File: src/rtl/bitop_unit_arbiter_pkg.sv
// Opcode encoding and the single-bit evaluator shared by the bitop datapath.
// The top level builds a full-width result by replicating bitop_eval once per bit.
package bitop_pkg;

  typedef enum logic [1:0] {
    OP_AND    = 2'b00,
    OP_OR     = 2'b01,
    OP_XOR    = 2'b10,
    OP_PASS_A = 2'b11
  } bitop_op_e;

  // Operations are carry-free, so evaluating one bit position at a time is exact.
  function automatic logic bitop_eval(bitop_op_e op, logic a, logic b);
    logic r;
    case (op)
      OP_AND:    r = a & b;
      OP_OR:     r = a | b;
      OP_XOR:    r = a ^ b;
      OP_PASS_A: r = a;
      default:   r = a;
    endcase
    return r;
  endfunction

endpackage

File: src/rtl/bitop_unit_arbiter_rr_arbiter.sv
// Combinational round-robin arbiter: grants the first set request scanning
// upward from ptr, wrapping at N. No grant is produced while en is low.
module rr_arbiter #(
  parameter  int N  = 4,
  localparam int IW = $clog2(N)
) (
  input  logic [N-1:0]  req,
  input  logic          en,
  input  logic [IW-1:0] ptr,
  output logic [N-1:0]  grant_onehot,
  output logic [IW-1:0] grant_idx,
  output logic          any_grant
);

  function automatic int wrap_idx(logic [IW-1:0] p, int k);
    int s;
    s = int'(p) + k;
    return (s >= N) ? s - N : s;
  endfunction

  always_comb begin
    // NOTE: every output gets a default before the loop; without it, the
    // no-request path would leave them unassigned and infer latches.
    grant_onehot = '0;
    grant_idx    = '0;
    any_grant    = 1'b0;
    for (int k = 0; k < N; k++) begin
      if (en && !any_grant && req[wrap_idx(ptr, k)]) begin
        any_grant                       = 1'b1;
        grant_idx                       = IW'(wrap_idx(ptr, k));
        grant_onehot[wrap_idx(ptr, k)]  = 1'b1;
      end
    end
  end

endmodule

File: src/rtl/bitop_unit_arbiter.sv
// One registered AND/OR/XOR/PASS_A unit shared by NUM_REQ requesters through a
// round-robin arbiter; results drain through a valid/ready port tagged with the id.
module bitop_unit_arbiter
  import bitop_pkg::*;
#(
  parameter  int NUM_REQ = 4,
  parameter  int WIDTH   = 8,
  localparam int ID_W    = $clog2(NUM_REQ)
) (
  input  logic                     clk,
  input  logic                     rst,
  input  logic [NUM_REQ-1:0]       req_valid,
  output logic [NUM_REQ-1:0]       req_ready,
  input  logic [NUM_REQ*2-1:0]     req_op,
  input  logic [NUM_REQ*WIDTH-1:0] req_a,
  input  logic [NUM_REQ*WIDTH-1:0] req_b,
  output logic                     rsp_valid,
  input  logic                     rsp_ready,
  output logic [WIDTH-1:0]         rsp_data,
  output logic [ID_W-1:0]          rsp_id
);

  logic [ID_W-1:0]    rr_ptr;
  logic [ID_W-1:0]    grant_idx;
  logic [ID_W-1:0]    next_ptr;
  logic [NUM_REQ-1:0] grant_onehot;
  logic               any_grant;
  logic               slot_free;
  logic [1:0]         op_sel;
  logic [WIDTH-1:0]   a_sel;
  logic [WIDTH-1:0]   b_sel;
  logic [WIDTH-1:0]   result;

  // The result register can take a new value when empty or being drained this cycle.
  assign slot_free = !rsp_valid || rsp_ready;

  rr_arbiter #(.N(NUM_REQ)) u_arb (
    .req          (req_valid),
    .en           (slot_free && !rst),
    .ptr          (rr_ptr),
    .grant_onehot (grant_onehot),
    .grant_idx    (grant_idx),
    .any_grant    (any_grant)
  );

  assign req_ready = grant_onehot;

  assign op_sel = req_op[2*grant_idx +: 2];
  assign a_sel  = req_a[WIDTH*grant_idx +: WIDTH];
  assign b_sel  = req_b[WIDTH*grant_idx +: WIDTH];

  for (genvar i = 0; i < WIDTH; i++) begin : g_bit
    assign result[i] = bitop_eval(bitop_op_e'(op_sel), a_sel[i], b_sel[i]);
  end

  assign next_ptr = (grant_idx == ID_W'(NUM_REQ - 1)) ? '0 : grant_idx + ID_W'(1);

  always_ff @(posedge clk) begin
    // NOTE: state registers use non-blocking assignments so every flop samples
    // pre-edge values regardless of statement order.
    if (rst) begin
      rsp_valid <= 1'b0;
      rsp_data  <= '0;
      rsp_id    <= '0;
      rr_ptr    <= '0;
    end else if (any_grant) begin
      rsp_valid <= 1'b1;
      rsp_data  <= result;
      rsp_id    <= grant_idx;
      rr_ptr    <= next_ptr;
    end else if (rsp_ready) begin
      rsp_valid <= 1'b0;
    end
  end

endmodule
File: config.mk
export PLATFORM = sky130hd
export DESIGN_NAME = bitop_unit_arbiter
export DESIGN_NICKNAME = d
export VERILOG_FILES = /design/src/rtl/bitop_unit_arbiter_pkg.sv /design/src/rtl/bitop_unit_arbiter_rr_arbiter.sv /design/src/rtl/bitop_unit_arbiter.sv
export SDC_FILE = /design/constraint.sdc
export NUM_CORES = 1
export LEC_CHECK = 0
export ABC_AREA = 1
export CAP_MARGIN = 20
export CORE_ASPECT_RATIO = 0.5
export CORE_MARGIN = 3
export CORE_UTILIZATION = 35
export CTS_BUF_LIST = sky130_fd_sc_hd__clkbuf_4 sky130_fd_sc_hd__clkbuf_8
export DETAILED_ROUTE_END_ITERATION = 8
export PLACE_DENSITY = 0.69
export SLEW_MARGIN = 20
export SYNTH_ARGS = -nofsm -noshare
export SYNTH_HDL_FRONTEND = slang
export SYNTH_SLANG_ARGS = --single-unit
File: constraint.sdc
create_clock -name clk -period 3.4 [get_ports clk]
set_clock_uncertainty 0.2 [all_clocks]
set_input_delay 0.85 -clock clk [delete_from_list [all_inputs] [get_ports clk]]
set_output_delay 0.85 -clock clk [all_outputs]
set_load 0.02 [all_outputs]
Word level (Yosys, flattened, before mapping)
Index checks and enable logic that the tools add are counted.
{"block": "op_classes", "add_sub_neg": 8, "n_mul": 0, "div": 0, "n_lt_le_gt_ge": 12, "n_eq_ne": 4, "shift": 3, "muxes": 47, "bitwise": 27, "n_reduce_logical": 20}
{"operator": ">= comparator 32 x 1 -> 1 bit (second input constant)", "n": 4}
{"operator": "less-than comparator 32 x 4 -> 1 bit (second input constant)", "n": 4}
{"operator": "two-way mux 32 bit", "n": 4}
{"operator": ">= comparator 32 x 4 -> 1 bit (second input constant)", "n": 3}
{"operator": "subtractor 32 x 4 -> 32 bit (second input constant)", "n": 3}
{"operator": "variable part select 32 x 6 -> 8 bit", "n": 2}
{"operator": "case mux 1 bit (4 select lines)", "n": 8}
{"operator": "two-way mux 1 bit", "n": 18}
{"operator": "two-way mux 4 bit", "n": 4}
{"operator": "logical AND 1 bit", "n": 12}
{"operator": "OR 4 bit", "n": 3}
{"operator": "two-way mux 2 bit", "n": 5}
{"operator": "bitwise AND 1 bit", "n": 8}
{"operator": "binary-select mux 1 bit (select 2 bit)", "n": 4}
{"operator": "demux 1 bit (select 2 bit)", "n": 4}
{"operator": "OR 1 bit", "n": 8}
{"operator": "variable part select 8 x 4 -> 2 bit", "n": 1}
{"operator": "bitwise XOR 1 bit", "n": 8}
{"operator": "adder 2 x 2 -> 3 bit (second input constant)", "n": 2}
{"operator": "== test 2 bit (second input constant)", "n": 3}
{"operator": "logical NOT 1 bit", "n": 5}
{"operator": "subtractor 2 x 3 -> 4 bit (second input constant)", "n": 1}
{"operator": "adder 2 x 1 -> 3 bit (second input constant)", "n": 1}
{"operator": ">= comparator 2 x 3 -> 1 bit (second input constant)", "n": 1}
{"operator": "other kinds (5)", "n": 5}
{"block": "word_totals", "regBits": 13, "latchBits": 0, "ram_bits": 0, "mem_bits_ro": 0, "input_bits": 79, "output_inout_bits": 15, "wordCells": 125, "mem_count": 0}

Logic depth before layout (Yosys ltp)
{"block": "logic_depth", "word_depth": 22, "depth_mapped": 23, "mapped_depth_nobuf": 22}

Hierarchy
From an unflattened synthesis, not the netlist that was laid out.
{"block": "unflattened", "hier_cells": 417, "area_unflattened_um2": 2471.1}
{"module": "bitop_unit_arbiter", "instances": 1, "cells_each": 326, "area_per_inst_um2": 1924.3, "seq_area_each_um2": 260.2}
{"module": "rr_arbiter", "instances": 1, "cells_each": 91, "area_per_inst_um2": 546.8, "seq_area_each_um2": 0.0}

Least setup slack after synthesis
OpenSTA, ideal clock, no wires.
{"block": "synth_path", "kind": "register -> register", "from": "register rr_ptr[0]", "to": "register rsp_data[7]", "setup_ns": 0.126, "t_arrival_ns": 2.963, "required_time_ns": 3.074, "setup_slack_ns": 0.111, "stages_incl_launch_ff": 22, "n_path_buf": 1, "synth_period_minus_slack_ns": 3.289, "cell_sequence": "dfxtp_1 inv_2 ha_1 inv_1 nand3_1 inv_1 nor2_1 nand2_2 nand2_1 inv_1 nand2_2 nand2_2 clkbuf_1 or2_0 a32oi_1 ha_1 inv_1 nand2_1 nand2_1 nand3_1 nand2_1 a21oi_1"}
{"block": "synth_via", "elab_chain_len": 22, "word_cells_on_any_way": 56}
{"element": "start: declaration", "line": "bitop_unit_arbiter.sv:23", "rtl": "logic [ID_W-1:0] rr_ptr;"}
{"element": "start signal: assignment", "line": "bitop_unit_arbiter.sv:70", "rtl": "rr_ptr <= next_ptr;"}
{"element": "branches (longest 22 deep; another with subtractor 32 x 4 -> 32 bit)"}
{"element": "end signal: assignment", "line": "bitop_unit_arbiter.sv:68", "rtl": "rsp_data <= result;"}
{"element": "end: declaration", "line": "bitop_unit_arbiter.sv:19", "rtl": "output logic [WIDTH-1:0] rsp_data,"}
Several ways; the timed one is not identified. The select of a mux whose other input is x is not followed.
A chain may end at the register's enable or synchronous reset.

Worst setup path after layout
{"block": "layout_path", "from": "input port req_valid[2]", "to": "register rsp_data[3]"}
{"block": "layout_via", "elab_chain_len": 20, "word_cells_on_any_way": 41}
{"element": "start: declaration", "line": "bitop_unit_arbiter.sv:12", "rtl": "input logic [NUM_REQ-1:0] req_valid,"}
{"element": "binary-select mux 1 bit (select 2 bit)", "line": "bitop_unit_arbiter_rr_arbiter.sv:28", "rtl": "if (en && !any_grant && req[wrap_idx(ptr, k)]) begin"}
{"element": "two-way mux 1 bit (implied by the code) (2 in series)", "line": "bitop_unit_arbiter_rr_arbiter.sv:28"}
{"element": "logical AND 1 bit", "line": "bitop_unit_arbiter_rr_arbiter.sv:28"}
{"element": "two-way mux 1 bit", "line": "bitop_unit_arbiter_rr_arbiter.sv:28"}
{"element": "logical NOT 1 bit", "line": "bitop_unit_arbiter_rr_arbiter.sv:28"}
{"element": "logical AND 1 bit (2 in series)", "line": "bitop_unit_arbiter_rr_arbiter.sv:28"}
{"element": "two-way mux 1 bit", "line": "bitop_unit_arbiter_rr_arbiter.sv:28"}
{"element": "logical NOT 1 bit", "line": "bitop_unit_arbiter_rr_arbiter.sv:28"}
{"element": "logical AND 1 bit (2 in series)", "line": "bitop_unit_arbiter_rr_arbiter.sv:28"}
{"element": "two-way mux 1 bit", "line": "bitop_unit_arbiter_rr_arbiter.sv:28"}
{"element": "logical NOT 1 bit", "line": "bitop_unit_arbiter_rr_arbiter.sv:28"}
{"element": "logical AND 1 bit (2 in series)", "line": "bitop_unit_arbiter_rr_arbiter.sv:28"}
{"element": "two-way mux 2 bit", "line": "bitop_unit_arbiter_rr_arbiter.sv:28"}
{"element": "variable part select 32 x 6 -> 8 bit, or another cell as far along", "line": "bitop_unit_arbiter.sv:49", "rtl": "assign a_sel = req_a[WIDTH*grant_idx +: WIDTH];"}
{"element": "bitwise XOR 1 bit, or another cell as far along", "line": "bitop_unit_arbiter_pkg.sv:18", "rtl": "OP_XOR: r = a ^ b;"}
{"element": "case mux 1 bit (4 select lines)", "line": "bitop_unit_arbiter_pkg.sv:15", "rtl": "case (op)"}
Parallel ways exist; a longest one is shown, timed or not. The select of a mux whose other input is x is not followed.

==> out/qor.csv <==
metric,value,unit
switching_share,52.17,%
finalCriticalPeriod,3274,ps
switching_power,2.152,mW
antenna_left,0,
cap_violations,0,
grt_util_all_layers,18.29,%
ir_drop,0.3922,mV
detail_route.first_pass.iterations,4,
initial_utilization,37.70,%
antenna_found_initial,0,
syn2layout_area_growth,67.63,%
cp.required,3330,ps
p_leak,2.001,nW
first_iter_violations,151,
ys_seq_area_share,10.95,%
synth_seq_cells,13,
ys_types,36,
critPathMaxStageDelay,260,ps
outcome,completed,
avgSynthCellArea,5.870,µm²
cts_tree,yes,
syn_area,0.002377,mm²
synthSimpleGateAreaFrac,43.26,%
synth_edf_count,0,
powerDensity,1035,mW/mm²
diodes,0,
endpoint_kind,register,
synth_ff_type,dfxtp_1,
row_count,20,
fin_tns_setup,0,ps
hold_viol_final,0,
p_int,1.972,mW
holdBufCountCts,0,
start_kind,primary input,
avgRoutedWirePerCell,11.91,µm
cts-root-buf,clkbuf_8,
dp_hpwl,5558,µm
die_w,122.6,µm
nets,640,
syn_inst,405,
cts_made_buffers,3,
synth_top_cell_by_area,inv_1,
ys_async_sr_fraction,0,%
synthAdderAreaFrac,12.63,%
fmax,305.4,MHz
p_comb_share,90.7,%
yosysTopAreaCellShare,13.42,%
slew_headroom,80.64,%
gp_congestion,0.8440,
vias,2924,
insertion_delay,240,ps
synth_compound_area_share,15.37,%
pwr-share-seq,5.8,%
drive_gt1_share,21.27,%
worstSetupPathType,in2reg,
yosys_warnings,0,
cp_common_cell,nor2_1,
io_buffer_count,93,
cts.sinks,13,
critical_path_peak_fanout,10,
synthTopCellsByArea,"inv_1 13%, ha_1 13%, nand2_1 12%, dfxtp_1 11%, nand3_1 9.3%",
grt_pass1_vias,2723,
cts.reportedPaths.clkPinSlew,50,ps
synthXorXnorAreaFrac,0,%
slew_viol_final,0,
grt_pass1_wl,12050,µm
drc,0,
synth_mux_area_share,0,%
worst-path-buf-inv,4,
period_share,96.29,%
cp_cell_sequence,dlygate4sd2_1 -> nand2_2 -> nand3_2 -> nand2_1 -> nor2_4 -> nand2_4 -> nand2_2 -> buf_4 -> nand2_4 -> nand2_8 -> buf_4 -> nor2_1 -> inv_1 -> a32oi_2 -> ha_1 -> nand2_1 -> nand3_1 -> nor2_1 -> nor2_1,
grt_max_degree,21,
hold_slack,324.3,ps
vias_per_cell,4.686,
cp.arrival,3200,ps
worst_pin_slew,290.0,ps
cp_slowest_cell,dlygate4sd2_1,
utilization,63.19,%
gr-total-overflow,0,
setup_viol,0,
coreArea,0.006306,mm²
dieArea,0.007877,mm²
wirelength,7429,µm
hold_path.class,reg2reg,
synthesis.nets,508,
crit_family,simple AND/OR/NAND/NOR gates,
htreeDepth,1,
fin_total_pwr,4.124,mW
clockPowerShare,3.4,%
synth_top_family_by_area,simple AND/OR/NAND/NOR gates,
io-pin-count,94,
clockBufferDepth,2,
die_height,64.28,µm
==> routing by layer <==
metal | wire (µm) | GRT usage [%] | vias up
li1 | - | - | 1538
met3 | 344 | 2.829 | 8
met4 | 87 | 3.487 | 0
met5 | 0 | 0 | -
met2 | 3664 | 32.47 | 55
met1 | 3333 | 23.55 | 1323
==> power groups by stage <==
| stage | sequential (mW) | combinational, mW | clock, mW |
|---|---|---|---|
| floorplan | 0.310 | 2.11 | 0 |
| global placement | 0.245 | 3.22 | 0 |
| detailed placement | 0.245 | 3.28 | 0 |
| CTS | 0.242 | 3.46 | 0.146 |
| global route | 0.246 | 4.21 | 0.154 |
| finish | 0.241 | 3.74 | 0.142 |
==> flip-flops by register name (all words and copies together), names as in the netlist <==
name       cells
rr_ptr         2
rsp_data       8
rsp_id         2
rsp_valid      1
==> kinds of logic (layout without fill, tap and decap cells) <==
kind of cell	count (synthesis)	in the layout
fa+ha+maj	24	24
simple gates	209	211
compound gates	55	55
buf+inv	104	233
flops	13	13
==> placed cells by master (no fill, tap or decap), types with 7 or more instances in the layout <==
| cell type | Yosys | final |
|---|---|---|
| nand2_2 | 11 | 16 |
| ha_1 | 24 | 24 |
| a21oi_1 | 10 | 8 |
| or2_0 | 10 | 10 |
| buf_4 | 2 | 38 |
| inv_1 | 85 | 83 |
| dfxtp_1 | 13 | 13 |
| nand2_1 | 79 | 70 |
| a32oi_2 | 1 | 7 |
| nor2_1 | 44 | 43 |
| nand3_1 | 44 | 42 |
| o21ai_0 | 15 | 15 |
| nand2_4 | 4 | 8 |
| clkdlybuf4s50_1 | 0 | 83 |
| o21ai_1 | 10 | 10 |
==> path summary, 6_finish.rpt <==
path | start | end | slack [ps] | cells after the start
setup / recovery | req_valid[2] | rsp_data[3] | 130 | 19
hold / removal | rsp_id[0] | rsp_id[0] | 320 | 4
setup reg to reg | rr_ptr[0] | rsp_data[6] | 290 | 19
hold reg to reg | rsp_id[0] | rsp_id[0] | 320 | 4
==> what timing repair did <==
action                     CTS  global route
setup buffers                5             1
setup endpoints to repair   12            12
gates resized for setup     36            27
pin swaps                   11            13
gates cloned                 2             3
==> per-stage QoR <==
stage                     area [µm²]  cells  setup WS (ps)
after floorplan                 2377    405          111.0
after detailed placement        3666    610         -489.7
after CTS                       3812    621         0.6717
after global routing            3985    624         -52.87
after global placement          3666    610         -445.8
final                           3985    624          126.0
==> synthesized netlist by cell type, types with 2 or more instances <==
cell type  count
or2_1          2
inv_2          5
clkbuf_1       3
o221ai_1       4
a32oi_1        7
buf_6          2
nor2_2         2
buf_2          4
o21ai_1       10
nand2_4        4
a21oi_1       10
ha_1          24
nand3_2        4
or2_0         10
inv_4          2
buf_4          2
nor2_1        44
nand2_1       79
nand3_1       44
nand4_4        2
nand3b_1       2
nor2_4         2
o21ai_0       15
a22oi_1        4
nand2_2       11
dfxtp_1       13
inv_1         85
==> tightest hold or removal path, cell delays in order, from the launching register on <==
cell and delay (ps):
dfxtp_1 310, nand2_1 60, nand2_1 40, nand2_1 50, inv_1 30
==> layout make-up <==
cell class	count	area [µm²]
Clock buffer	4	48.80
Fill cell	589	2321
Inverter	92	352.8
Multi-Input combinational cell	290	1861
Sequential cell	13	260.3
Tap cell	88	110.1
Timing Repair Buffer	137	1353
(Power assumes the default switching activity.)
